--- src/rtl/vin_matrix_sel_ctrl_if.sv ---
// Host/matrix-side signal bundle for the video matrix switch controller.
// The slave side is the controller; the master side drives requests and sync streams.
interface vin_matrix_sel_ctrl_if;
  logic       cfg_wr;
  logic [1:0] cfg_out;
  logic [2:0] cfg_src;
  logic       cfg_err;
  logic [4:0] vs_in;
  logic [3:0] vout_vs;
  logic [2:0] sel_ch0;
  logic [2:0] sel_ch1;
  logic [2:0] sel_ch2;
  logic [2:0] sel_ch3;
  logic [3:0] sel_pending;
  logic [3:0] sel_done;
  logic [3:0] sel_timeout;
  logic [4:0] sig_present;

  modport master (
    output cfg_wr, cfg_out, cfg_src, vs_in, vout_vs,
    input  cfg_err, sel_ch0, sel_ch1, sel_ch2, sel_ch3,
           sel_pending, sel_done, sel_timeout, sig_present
  );

  modport slave (
    input  cfg_wr, cfg_out, cfg_src, vs_in, vout_vs,
    output cfg_err, sel_ch0, sel_ch1, sel_ch2, sel_ch3,
           sel_pending, sel_done, sel_timeout, sig_present
  );
endinterface

--- src/rtl/vin_matrix_sel_ctrl.sv ---
// Frame-aligned route switching for the 5-in/4-out video matrix, with per-output
// sync-loss timeout and per-input signal presence detection.
module vin_matrix_sel_ctrl #(
  parameter logic                 VS_POL    = 1'b1,
  parameter int unsigned          TIMEOUT_W = 24,
  parameter logic [TIMEOUT_W-1:0] TIMEOUT   = 24'd2000000
) (
  input  logic                  clk,
  input  logic                  rst,
  vin_matrix_sel_ctrl_if.slave  bus
);

  localparam logic [TIMEOUT_W-1:0] LP_TMAX      = TIMEOUT - TIMEOUT_W'(1);
  localparam logic [3:0]           LP_VOUT_IDLE = {4{~VS_POL}};
  localparam logic [4:0]           LP_VIN_IDLE  = {5{~VS_POL}};
  localparam logic [2:0]           LP_MAX_SRC   = 3'd4;

  typedef enum logic {
    ST_IDLE = 1'b0,
    ST_WAIT = 1'b1
  } state_t;

  state_t               r_state     [4];
  state_t               w_state_nxt [4];
  logic [2:0]           r_sel       [4];
  logic [2:0]           w_sel_nxt   [4];
  logic [2:0]           r_tgt       [4];
  logic [2:0]           w_tgt_nxt   [4];
  logic [TIMEOUT_W-1:0] r_cnt       [4];
  logic [TIMEOUT_W-1:0] w_cnt_nxt   [4];
  logic [3:0]           r_done;
  logic [3:0]           w_done_nxt;
  logic [3:0]           r_tmo;
  logic [3:0]           w_tmo_nxt;
  logic [3:0]           r_vout_vs_d;
  logic [3:0]           w_fs_out;
  logic [3:0]           w_wr_out;
  logic                 r_err;
  logic                 w_src_ok;
  logic [4:0]           r_vs_in_d;
  logic [4:0]           w_fs_in;
  logic [4:0]           r_present;
  logic [TIMEOUT_W-1:0] r_pcnt      [5];

  assign w_src_ok = (bus.cfg_src <= LP_MAX_SRC);

  // Frame start = first cycle vs sits at its active level.
  always_comb begin
    for (int n = 0; n < 4; n++) begin
      w_fs_out[n] = (bus.vout_vs[n] == VS_POL) && (r_vout_vs_d[n] != VS_POL);
      w_wr_out[n] = bus.cfg_wr && w_src_ok && (bus.cfg_out == 2'(n));
    end
    for (int m = 0; m < 5; m++) begin
      w_fs_in[m] = (bus.vs_in[m] == VS_POL) && (r_vs_in_d[m] != VS_POL);
    end
  end

  // NOTE: every always_comb output gets a default first so no path can infer a latch.
  always_comb begin
    for (int n = 0; n < 4; n++) begin
      w_state_nxt[n] = r_state[n];
      w_sel_nxt[n]   = r_sel[n];
      w_tgt_nxt[n]   = r_tgt[n];
      w_cnt_nxt[n]   = r_cnt[n];
      w_done_nxt[n]  = 1'b0;
      w_tmo_nxt[n]   = 1'b0;
      case (r_state[n])
        ST_IDLE: begin
          if (w_wr_out[n]) begin
            if (bus.cfg_src == r_sel[n]) begin
              w_done_nxt[n] = 1'b1;
            end else begin
              w_state_nxt[n] = ST_WAIT;
              w_tgt_nxt[n]   = bus.cfg_src;
              w_cnt_nxt[n]   = '0;
            end
          end
        end
        ST_WAIT: begin
          w_cnt_nxt[n] = r_cnt[n] + TIMEOUT_W'(1);
          if (w_wr_out[n]) begin
            w_tgt_nxt[n] = bus.cfg_src;
          end
          // A write landing on the boundary cycle wins over the stored target.
          if (w_fs_out[n] || (r_cnt[n] == LP_TMAX)) begin
            w_sel_nxt[n]   = w_wr_out[n] ? bus.cfg_src : r_tgt[n];
            w_done_nxt[n]  = 1'b1;
            w_tmo_nxt[n]   = !w_fs_out[n];
            w_state_nxt[n] = ST_IDLE;
          end
        end
        default: w_state_nxt[n] = ST_IDLE;
      endcase
    end
  end

  // NOTE: sequential state uses non-blocking assignments so all registers update together.
  always_ff @(posedge clk) begin
    if (rst) begin
      for (int n = 0; n < 4; n++) begin
        r_state[n] <= ST_IDLE;
        r_sel[n]   <= 3'(n);
        r_tgt[n]   <= '0;
        r_cnt[n]   <= '0;
      end
      r_done      <= '0;
      r_tmo       <= '0;
      r_err       <= 1'b0;
      r_vout_vs_d <= LP_VOUT_IDLE;
    end else begin
      for (int n = 0; n < 4; n++) begin
        r_state[n] <= w_state_nxt[n];
        r_sel[n]   <= w_sel_nxt[n];
        r_tgt[n]   <= w_tgt_nxt[n];
        r_cnt[n]   <= w_cnt_nxt[n];
      end
      r_done      <= w_done_nxt;
      r_tmo       <= w_tmo_nxt;
      r_err       <= bus.cfg_wr && !w_src_ok;
      r_vout_vs_d <= bus.vout_vs;
    end
  end

  // Presence: drop once a full TIMEOUT window passes without a frame start.
  always_ff @(posedge clk) begin
    if (rst) begin
      r_vs_in_d <= LP_VIN_IDLE;
      r_present <= '0;
      for (int m = 0; m < 5; m++) begin
        r_pcnt[m] <= '0;
      end
    end else begin
      r_vs_in_d <= bus.vs_in;
      for (int m = 0; m < 5; m++) begin
        if (w_fs_in[m]) begin
          r_present[m] <= 1'b1;
          r_pcnt[m]    <= '0;
        end else if (r_pcnt[m] == LP_TMAX) begin
          r_present[m] <= 1'b0;
        end else begin
          r_pcnt[m] <= r_pcnt[m] + TIMEOUT_W'(1);
        end
      end
    end
  end

  assign bus.sel_ch0 = r_sel[0];
  assign bus.sel_ch1 = r_sel[1];
  assign bus.sel_ch2 = r_sel[2];
  assign bus.sel_ch3 = r_sel[3];

  always_comb begin
    for (int n = 0; n < 4; n++) begin
      bus.sel_pending[n] = (r_state[n] == ST_WAIT);
    end
  end

  assign bus.sel_done    = r_done;
  assign bus.sel_timeout = r_tmo;
  assign bus.cfg_err     = r_err;
  assign bus.sig_present = r_present;

endmodule

--- src/flat_wrapper.sv ---
// flat-port wrapper written by rule: the top's interface ports become plain ports
module vin_matrix_sel_ctrl_flat 
#(
  parameter logic                 VS_POL    = 1'b1,
  parameter int unsigned          TIMEOUT_W = 24,
  parameter logic [TIMEOUT_W-1:0] TIMEOUT   = 24'd2000000
)
  (clk, rst, bus_cfg_wr, bus_cfg_out, bus_cfg_src, bus_vs_in, bus_vout_vs, bus_cfg_err, bus_sel_ch0, bus_sel_ch1, bus_sel_ch2, bus_sel_ch3, bus_sel_pending, bus_sel_done, bus_sel_timeout, bus_sig_present);
  vin_matrix_sel_ctrl_if bus_i ();
  input  logic clk;
  input  logic rst;
  input wire logic [$bits(bus_i.cfg_wr)-1:0] bus_cfg_wr;
  input wire logic [$bits(bus_i.cfg_out)-1:0] bus_cfg_out;
  input wire logic [$bits(bus_i.cfg_src)-1:0] bus_cfg_src;
  input wire logic [$bits(bus_i.vs_in)-1:0] bus_vs_in;
  input wire logic [$bits(bus_i.vout_vs)-1:0] bus_vout_vs;
  output wire logic [$bits(bus_i.cfg_err)-1:0] bus_cfg_err;
  output wire logic [$bits(bus_i.sel_ch0)-1:0] bus_sel_ch0;
  output wire logic [$bits(bus_i.sel_ch1)-1:0] bus_sel_ch1;
  output wire logic [$bits(bus_i.sel_ch2)-1:0] bus_sel_ch2;
  output wire logic [$bits(bus_i.sel_ch3)-1:0] bus_sel_ch3;
  output wire logic [$bits(bus_i.sel_pending)-1:0] bus_sel_pending;
  output wire logic [$bits(bus_i.sel_done)-1:0] bus_sel_done;
  output wire logic [$bits(bus_i.sel_timeout)-1:0] bus_sel_timeout;
  output wire logic [$bits(bus_i.sig_present)-1:0] bus_sig_present;
  assign bus_i.cfg_wr = bus_cfg_wr;
  assign bus_i.cfg_out = bus_cfg_out;
  assign bus_i.cfg_src = bus_cfg_src;
  assign bus_i.vs_in = bus_vs_in;
  assign bus_i.vout_vs = bus_vout_vs;
  assign bus_cfg_err = bus_i.cfg_err;
  assign bus_sel_ch0 = bus_i.sel_ch0;
  assign bus_sel_ch1 = bus_i.sel_ch1;
  assign bus_sel_ch2 = bus_i.sel_ch2;
  assign bus_sel_ch3 = bus_i.sel_ch3;
  assign bus_sel_pending = bus_i.sel_pending;
  assign bus_sel_done = bus_i.sel_done;
  assign bus_sel_timeout = bus_i.sel_timeout;
  assign bus_sig_present = bus_i.sig_present;
  vin_matrix_sel_ctrl #(.VS_POL(VS_POL), .TIMEOUT_W(TIMEOUT_W), .TIMEOUT(TIMEOUT)) u_core (.clk(clk), .rst(rst), .bus(bus_i));
endmodule
--- config.mk ---
export PLATFORM = sky130hd
export DESIGN_NAME = vin_matrix_sel_ctrl_flat
export DESIGN_NICKNAME = d
export VERILOG_FILES = /design/src/rtl/vin_matrix_sel_ctrl_if.sv /design/src/rtl/vin_matrix_sel_ctrl.sv /design/src/flat_wrapper.sv
export SDC_FILE = /design/constraint.sdc
export NUM_CORES = 1
export LEC_CHECK = 0
export ABC_AREA = 1
export BUFFER_PORTS_ARGS = -buffer_cell sky130_fd_sc_hd__buf_2
export CORE_MARGIN = 1.5
export CORE_UTILIZATION = 48
export DETAILED_ROUTE_END_ITERATION = 10
export GPL_TIMING_DRIVEN = 0
export MAX_ROUTING_LAYER = met4
export SYNTH_ARGS = -nofsm -noshare
export SYNTH_HDL_FRONTEND = slang
export SYNTH_SLANG_ARGS = --single-unit
--- constraint.sdc ---
create_clock -name clk -period 5.6 [get_ports clk]
set_input_delay 1.12 -clock clk [delete_from_list [all_inputs] [get_ports clk]]
set_output_delay 1.12 -clock clk [all_outputs]
set_load 0.02 [all_outputs]
==> results by group, run 1 <==
Logic synthesis
  – Synthesized Nets: between 2,000 and 2,500
  – Main synth FF type: dfxtp_1
  – Synth warnings: 0
  – Async set-reset flop share out of synthesis: 0%
  – Cell variety after synth: 50
  – EDFF count, synth: 120
  – Sequential fraction of the synthesis area: a little over two fifths
  – Syn Inst Count: around 2,300
  – Cell area after synthesis: roughly 16,000 um2
  – Synthesis-stage register bit count: around 270
  – Post-synthesis area per instance: just under 7 um2

Clocking
  – Post-cts hold buffer count: 0
  – Total CTS buffers: 35
  – CTS max path bufs: 3
  – H-Tree Depth: 2
  – CTS clock-pin slew for the worst setup and hold paths: about 0.05 ns
  – Post-CTS setup buffer count: 0
  – CTS tree: built
  – Root Buffer: clkbuf_16
  – Post_cts resized: 0
  – Worst-Skew Late Latency: around 0.52 ns
  – Clock sink count: between 200 and 300

Worst setup path
  – FF-to-FF Start: u_core.r_pcnt[1][0]$_SDFFCE_PN0P_
  – Top delay family on crit path: buffers and inverters
  – Most used cell, CP: clkbuf_1
  – CP endpoint kind: flip-flop
  – Crit path max fanout: 24
  – Critical-path cell list: buf_2 > inv_1 > clkbuf_1 > clkbuf_1 > nand3_1
  – R2R cell count: 7
  – Required time at the worst-slack endpoint: ~5.5 ns
  – Crit-path max cell delay: approximately 1.1 ns
  – Slack of the worst reg-to-reg path: between 2 and 2.5 ns
  – Crit path buf inv count: 4
  – Worst path arrival time: roughly 4 ns
  – R2r endpoint: u_core.r_pcnt[1][20]$_SDFFCE_PN0P_
  – CP Class: input pin to flip-flop
  – Slowest-stage cell, CP: nand3_1
  – Startpoint types: input pin

Cells and area
  – Most common cell after layout, fill and taps aside: nand2_1
  – Most frequent cells in the layout: nand2_1 (574), nor2_1 (349), inv_1 (281), nand3_1 (234), dfxtp_1 (147)
  – Diode count: 0
  – Final #Nets: 2,368
  – Sequential cell area: 6550 um2
  – Area occupied by multi-input gates: between 7000 and 8000 um2
  – Filler cells: ~3,200
  – Design Area, Final: between 15,000 and 20,000 um2
  – Area grow syn2layout: 12.2%
  – Layout cells sized above 1: between 7 and 8%

Power and ir drop
  – VDD IR max: 0.202 mV
  – Power Density: between 200 and 300 nW/um2
  – Leakage: between 6 and 7 nW

Timing
  – Fin crit share: 73.5%
  – Sum Neg Setup Slack: 0 ns
  – # setup viols final: 0
  – RSZ-0062 raised after global routing: false
  – Worst slew pin tran: 1.18 ns
  – Slew HR: a little over a fifth
  – Period minus WS final: about 4.1 ns
  – Final Hold Fails: 0
  – Worst Clk Skew: approximately 0.022 ns
  – Max frequency: between 200 and 250 MHz
  – Max-slew violations: 0

GRT
  – Via count of the first global-routing pass: 13,600
  – Total track usage: between 20 and 30%
  – Initial antenna violation count: 0
  – First-pass GRT wire length: 67,700 um
  – Maximum number of pins on one net before global-route repair: 25
  – Grt ovf: 0

Hold path
  – Hold Crit Start: u_core.r_cnt[0][94]$_SDFFE_PP0P_
  – Hold Crit Class: flip-flop to flip-flop
  – Worst hold stages: 2
  – Hold worst-path end: u_core.r_cnt[0][94]$_SDFFE_PP0P_

Routing
  – # DRC: 0
  – First-iteration detailed-routing DRC count: between 1,000 and 1,500
  – DR vias/cell: slightly above 5
  – Average wire per standard cell: 14.6 um
  – Routed WL: 41,100 um
  – Total number of vias: around 15,000
  – First-pass DRT Iterations: 6
  – ANT nets after route: 0

Floorplanning
  – # rows: 66
  – Die height: ~180 um
  – Initial Utilization: 48.5%
  – Die Area: between 30,000 and 40,000 um2
  – Core Area: 32,400 um2
  – Die width: 184 um
  – Io pins: 47

Run status
  – Status: completed

Placed design
  – Port bufs: 43
  – GP Congestion: approximately 0.92
  – DP Wirelength: around 30,000 um
  – Placed Area: between 15,000 and 20,000 um2

Job
  – Max cap viols: 0
[synthesized netlist by cell type (all sizes together) (2+ instances only)]
library cell / count / share of area (%)
o21ai: 47 / 1.6
or2: 15 / 0.60
inv: 287 / 6.9
nor2: 362 / 9.0
xor2: 35 / 2.0
and2: 7 / 0.28
nand3b: 12 / 0.57
nor3: 70 / 2.3
o21bai: 5 / 0.24
a22oi: 2 / 0.18
nand3: 241 / 8.1
nand2: 583 / 14
buf: 31 / 1.4
a21oi: 137 / 4.4
nand2b: 2 / 0.080
o211ai: 3 / 0.14
o31ai: 4 / 0.19
edfxtp: 120 / 23
o2111ai: 2 / 0.11
dfxtp: 147 / 19
nand4: 93 / 3.7
xnor2: 11 / 0.61
ha: 9 / 0.72
nor3b: 4 / 0.19
clkbuf: 24 / 0.57
[worst min-delay path: stages (launching register included)]
cell	delay [ns]
dfxtp_1	0.31
nand2_1	0.06
a21oi_1	0.05
[logic make-up (layout without fill, tap and decap cells)]
kind of cell / after synthesis / after routing / share of synthesized area [%]
and+or+nand+nor: 1392 / 1392 / 39.1
adders and majority gates: 9 / 9 / 0.717
AOI/OAI and AO/OA: 204 / 204 / 7.07
buffers and inverters: 343 / 449 / 8.84
xor gates and xnor gates: 46 / 46 / 2.57
DFF: 267 / 267 / 41.7
[per-stage QoR]
stage               std cells  util [%]  power, mW  hold WS, ns  setup slack [ns]
CTS                      2808      54.4       4.79        0.461              1.25
finish                   2809      54.4       4.75        0.458              1.48
global placement         2746      50.9       2.57        0.450             0.717
floorplan                2261         -       2.46        0.439              2.59
detailed placement       2746      50.9       2.58        0.453             0.720
global route             2809      54.4       4.93        0.500              1.30
[how the worst max path moves through the flow]
| stage | cells after the start | end | slack, ns | startpoint |
|---|---|---|---|---|
| 5_1_grt | 5 | u_core.r_pcnt[2][0]$_SDFFCE_PN0P_ | 1.30 | rst |
| 6_report | 5 | u_core.r_pcnt[2][0]$_SDFFCE_PN0P_ | 1.48 | rst |
| 4_1_cts | 5 | u_core.r_pcnt[4][1]$_SDFFCE_PN0P_ | 1.25 | rst |
| 2_1_floorplan | 4 | u_core.r_pcnt[4][0]$_SDFFCE_PN0P_ | 2.59 | rst |
| 3_3_place_gp | 5 | u_core.r_pcnt[4][1]$_SDFFCE_PN0P_ | 0.72 | rst |
| 3_5_place_dp | 5 | u_core.r_pcnt[4][1]$_SDFFCE_PN0P_ | 0.72 | rst |
[registers in the layout, indices dropped and copies added, names as in the netlist]
signal                  count
u_core.r_cnt               96
u_core.r_state              4
u_core.r_sel               12
u_core.r_vs_in_d            5
u_core.bus.sel_timeout      4
u_core.bus.cfg_err          1
u_core.bus.sig_present      5
u_core.r_pcnt             120
u_core.bus.sel_done         4
u_core.r_vout_vs_d          4
u_core.r_tgt               12
[final cells by class]
cell class                 instances  area share (%)
buffer                            55            1.73
clock buffer                      46            5.67
clock inverter                    16           0.788
inverter                         288            6.14
multi-input combinational       1651            44.1
sequential                       267            37.1
tap                              442            3.14
timing repair buffer              44            1.31
[where the power goes]
| part | leakage (nW) | internal, mW | switching (mW) | total (mW) |
|---|---|---|---|---|
| sequential | 2.55 | 2.13 | 0.0734 | 2.20 |
| clock | 0.548 | 1.35 | 0.861 | 2.21 |
| combinational | 3.64 | 0.0983 | 0.240 | 0.339 |
| total | 6.73 | 3.57 | 1.17 | 4.75 |
[per-layer routing]
metal | wire length, um | vias up | track usage [%]
met4 | 838 | 0 | 6.66
li1 | - | 7559 | -
met3 | 1660 | 61 | 2.71
met5 | 0 | - | -
met2 | 18200 | 302 | 39.5
met1 | 20400 | 6672 | 35.2
No activity file was read; power rests on OpenSTA's default activity.
==> run 2, diff against run 1 <==
ABC_AREA = 0   (was 1)
clock period = 4.05 ns   (was 5.6 ns; I/O delays follow)
==> run 2 against run 1 <==
  * Cell count down 35%
  * Worst hold slack worse by 0.0089 ns
  * Area after synthesis down 16%
  * Die area down 16%
  * Worst setup slack worse by 0.72 ns
==> results by group, run 2 <==
Hold path
  – Hold Crit Start: u_core.bus.sig_present[0]$_SDFFE_PP0P_
  – Worst hold stages: 2
  – Hold worst-path end: u_core.bus.sig_present[0]$_SDFFE_PP0P_
  – Hold Crit Class: flip-flop to flip-flop

Clocking
  – CTS max path bufs: 3
  – Clock sink count: around 270
  – Post-cts hold buffer count: 0
  – Post-CTS setup buffer count: 0
  – CTS clock-pin slew for the worst setup and hold paths: 0.06 ns
  – H-Tree Depth: 1
  – Total CTS buffers: 30
  – Post_cts resized: 0
  – CTS tree: built
  – Worst-Skew Late Latency: 0.55 ns
  – Root Buffer: clkbuf_16

Power and ir drop
  – Internal power: approximately 4.6 mW
  – Sw Pwr: about 1.3 mW
  – Power Density: 404 nW/um2
  – VDD IR max: 0.339 mV
  – Power, Total: approximately 6 mW
  – Seq pwr share: 49.1%
  – Clock power frac: 46.0%
  – Leakage: a little under 5 nW
  – Switch share: around 23%
  – Gate power share: under 10%

Timing
  – Final Hold Fails: 0
  – Worst slew pin tran: roughly 1.1 ns
  – Fin crit share: roughly four fifths
  – Slew HR: between 20% and 30%
  – # setup viols final: 0
  – Sum Neg Setup Slack: 0 ns
  – Worst Clk Skew: around 0.013 ns
  – Max frequency: around 300 MHz
  – Period minus WS final: ~3.3 ns
  – Max-slew violations: 0
  – RSZ-0062 raised after global routing: false

Routing
  – DR vias/cell: roughly 5.7
  – Routed WL: about 29,000 um
  – Average wire per standard cell: around 16 um
  – Total number of vias: between 10,000 and 15,000
  – First-pass DRT Iterations: 6
  – ANT nets after route: 0
  – # DRC: 0
  – First-iteration detailed-routing DRC count: approximately 750

Run status
  – Status: completed

GRT
  – Initial antenna violation count: 0
  – Maximum number of pins on one net before global-route repair: 25
  – Grt ovf: 0
  – First-pass GRT wire length: approximately 49,000 um
  – Total track usage: approximately a fifth
  – Via count of the first global-routing pass: 9,521

Logic synthesis
  – Async set-reset flop share out of synthesis: 0%
  – Cell area after synthesis: between 10,000 and 15,000 um2
  – Largest cells by area after synthesis: edfxtp_1 (27%), dfxtp_1 (22%), nor2_1 (5.9%)
  – Most frequent cell after synthesis: nor2_1
  – Top-area cell type share of the netlist area: between 20% and 30%
  – Synthesized Nets: between 1,000 and 1,500
  – Sequential fraction of the synthesis area: just under 50%
  – Synth warnings: 0
  – EDFF count, synth: between 100 and 150
  – Post-synthesis area per instance: 9.45 um2
  – Post-synth top area cell: edfxtp_1
  – Ranking of synthesized cells by instance count: nor2_1 (206), dfxtp_1 (147), nand3_1 (128)
  – Main synth FF type: dfxtp_1
  – Synthesis-stage register bit count: ~270
  – Syn Inst Count: about 1,400
  – Cell variety after synth: between 60 and 70

Floorplanning
  – # rows: 60
  – Core Area: 27,000 um2
  – Die width: approximately 170 um
  – Io pins: 47
  – Die Area: 28,500 um2
  – Die height: ~170 um
  – Initial Utilization: about half

Worst setup path
  – Crit path max fanout: 10
  – FF-to-FF Start: u_core.r_pcnt[0][0]$_SDFFCE_PN0P_
  – Startpoint types: input pin
  – Required time at the worst-slack endpoint: 4.46 ns
  – CP Class: input pin to flip-flop
  – CP endpoint kind: flip-flop
  – Slack of the worst reg-to-reg path: approximately 0.80 ns
  – Worst path arrival time: between 3 and 4 ns
  – R2r endpoint: u_core.r_pcnt[0][14]$_SDFFCE_PN0P_
  – R2R cell count: 7

Cells and area
  – Diode count: 0
  – Most frequent cells in the layout: nor2_1 (206), dfxtp_1 (147), nand3_1 (128), edfxtp_1 (120), nand2_1 (95)
  – Layout cells sized above 1: under 10%
  – Area grow syn2layout: 12.5%
  – Biggest register: u_core.r_pcnt
  – Final #Nets: 1,496
  – Top Registers: u_core.r_pcnt (120), u_core.r_cnt (96)
  – Most common cell after layout, fill and taps aside: nor2_1
  – Max reg flops: 120
  – Final Util: a little under three fifths

Job
  – Max cap viols: 0

Placed design
  – Port bufs: 43
  – DP Wirelength: between 20,000 and 25,000 um
  – GP Congestion: about 0.82
==> run 2: cell types whose count changed in the layout (fill, tap and decap cells not counted), moves of 23 or more <==
| cell | delta |
|---|---|
| nand4_1 | -34 |
| xnor2_1 | +45 |
| nor4_1 | +23 |
| mux2i_1 | +26 |
| nand2_1 | -479 |
| nand3_1 | -106 |
| nor2_1 | -143 |
| o21ai_0 | -30 |
| nor3_1 | -25 |
| inv_1 | -255 |
| xor2_1 | +38 |
| o31ai_1 | +27 |
| a21oi_1 | -79 |
==> run 2: stage by stage <==
stage                     instances  cell area (um2)  setup WS (ns)  hold slack (ns)
after floorplan                1395            13200           1.49            0.432
after global placement         1779            13800          0.103            0.435
after detailed placement       1779            13800         0.0972            0.444
after CTS                      1835            14800          0.676            0.454
after global routing           1835            14800          0.335            0.460
final                          1835            14800          0.759            0.449
==> run 2: cell families after synthesis <==
logic type	count (synthesis)	share of synthesized area, %
flops	267	49.7
simple gates	714	27.8
fa+ha+maj	9	0.855
mux	29	2.23
buf+inv	81	2.51
compound gates	166	8.36
xor+xnor	129	8.57
==> run 2: power by group through the flow <==
stage,sequential [mW],combinational [mW],clock [mW]
final,2.94,0.292,2.75
after CTS,2.94,0.295,2.82
after floorplan,2.99,0.194,0
after detailed placement,2.99,0.295,0
after global routing,2.95,0.327,2.91
after global placement,2.99,0.292,0
==> run 2: area by class of cell <==
class,count,area (um2)
Fill cell,2458,12100
Sequential cell,267,6550
Multi-Input combinational cell,1047,6300
Clock buffer,35,801
Tap cell,341,427
Buffer,54,229
Timing Repair Buffer,43,215
Clock inverter,21,203
Inverter,27,101
==> run 2: worst max path at each step <==
stage | from | endpoint | slack (ns) | cells past startpoint
CTS | rst | u_core.r_tgt[0][1]$_SDFFE_PP0P_ | 0.68 | 6
global route | u_core.r_pcnt[0][0]$_SDFFCE_PN0P_ | u_core.r_pcnt[0][7]$_SDFFCE_PN0P_ | 0.34 | 7
global placement | rst | u_core.r_cnt[0][25]$_SDFFE_PP0P_ | 0.10 | 6
floorplan | u_core.r_pcnt[0][0]$_SDFFCE_PN0P_ | u_core.r_pcnt[0][0]$_SDFFCE_PN0P_ | 1.49 | 7
finish | rst | u_core.r_tgt[0][1]$_SDFFE_PP0P_ | 0.76 | 6
detailed placement | rst | u_core.r_tgt[0][1]$_SDFFE_PP0P_ | 0.1 | 6
==> run 2: metal layers <==
layer	track usage (%)	wire length [um]	up-vias
li1	-	-	5263
met1	30.6	14600	4971
met2	32.2	12900	158
met3	2.67	1080	40
met4	4.85	582	0
met5	-	0	-
==> run 2: critical path, cell delays in order <==
cell	delay, ns
buf_2	0.15
clkbuf_1	0.56
clkbuf_1	0.77
buf_1	0.68
clkbuf_1	0.59
nor2_1	0.11
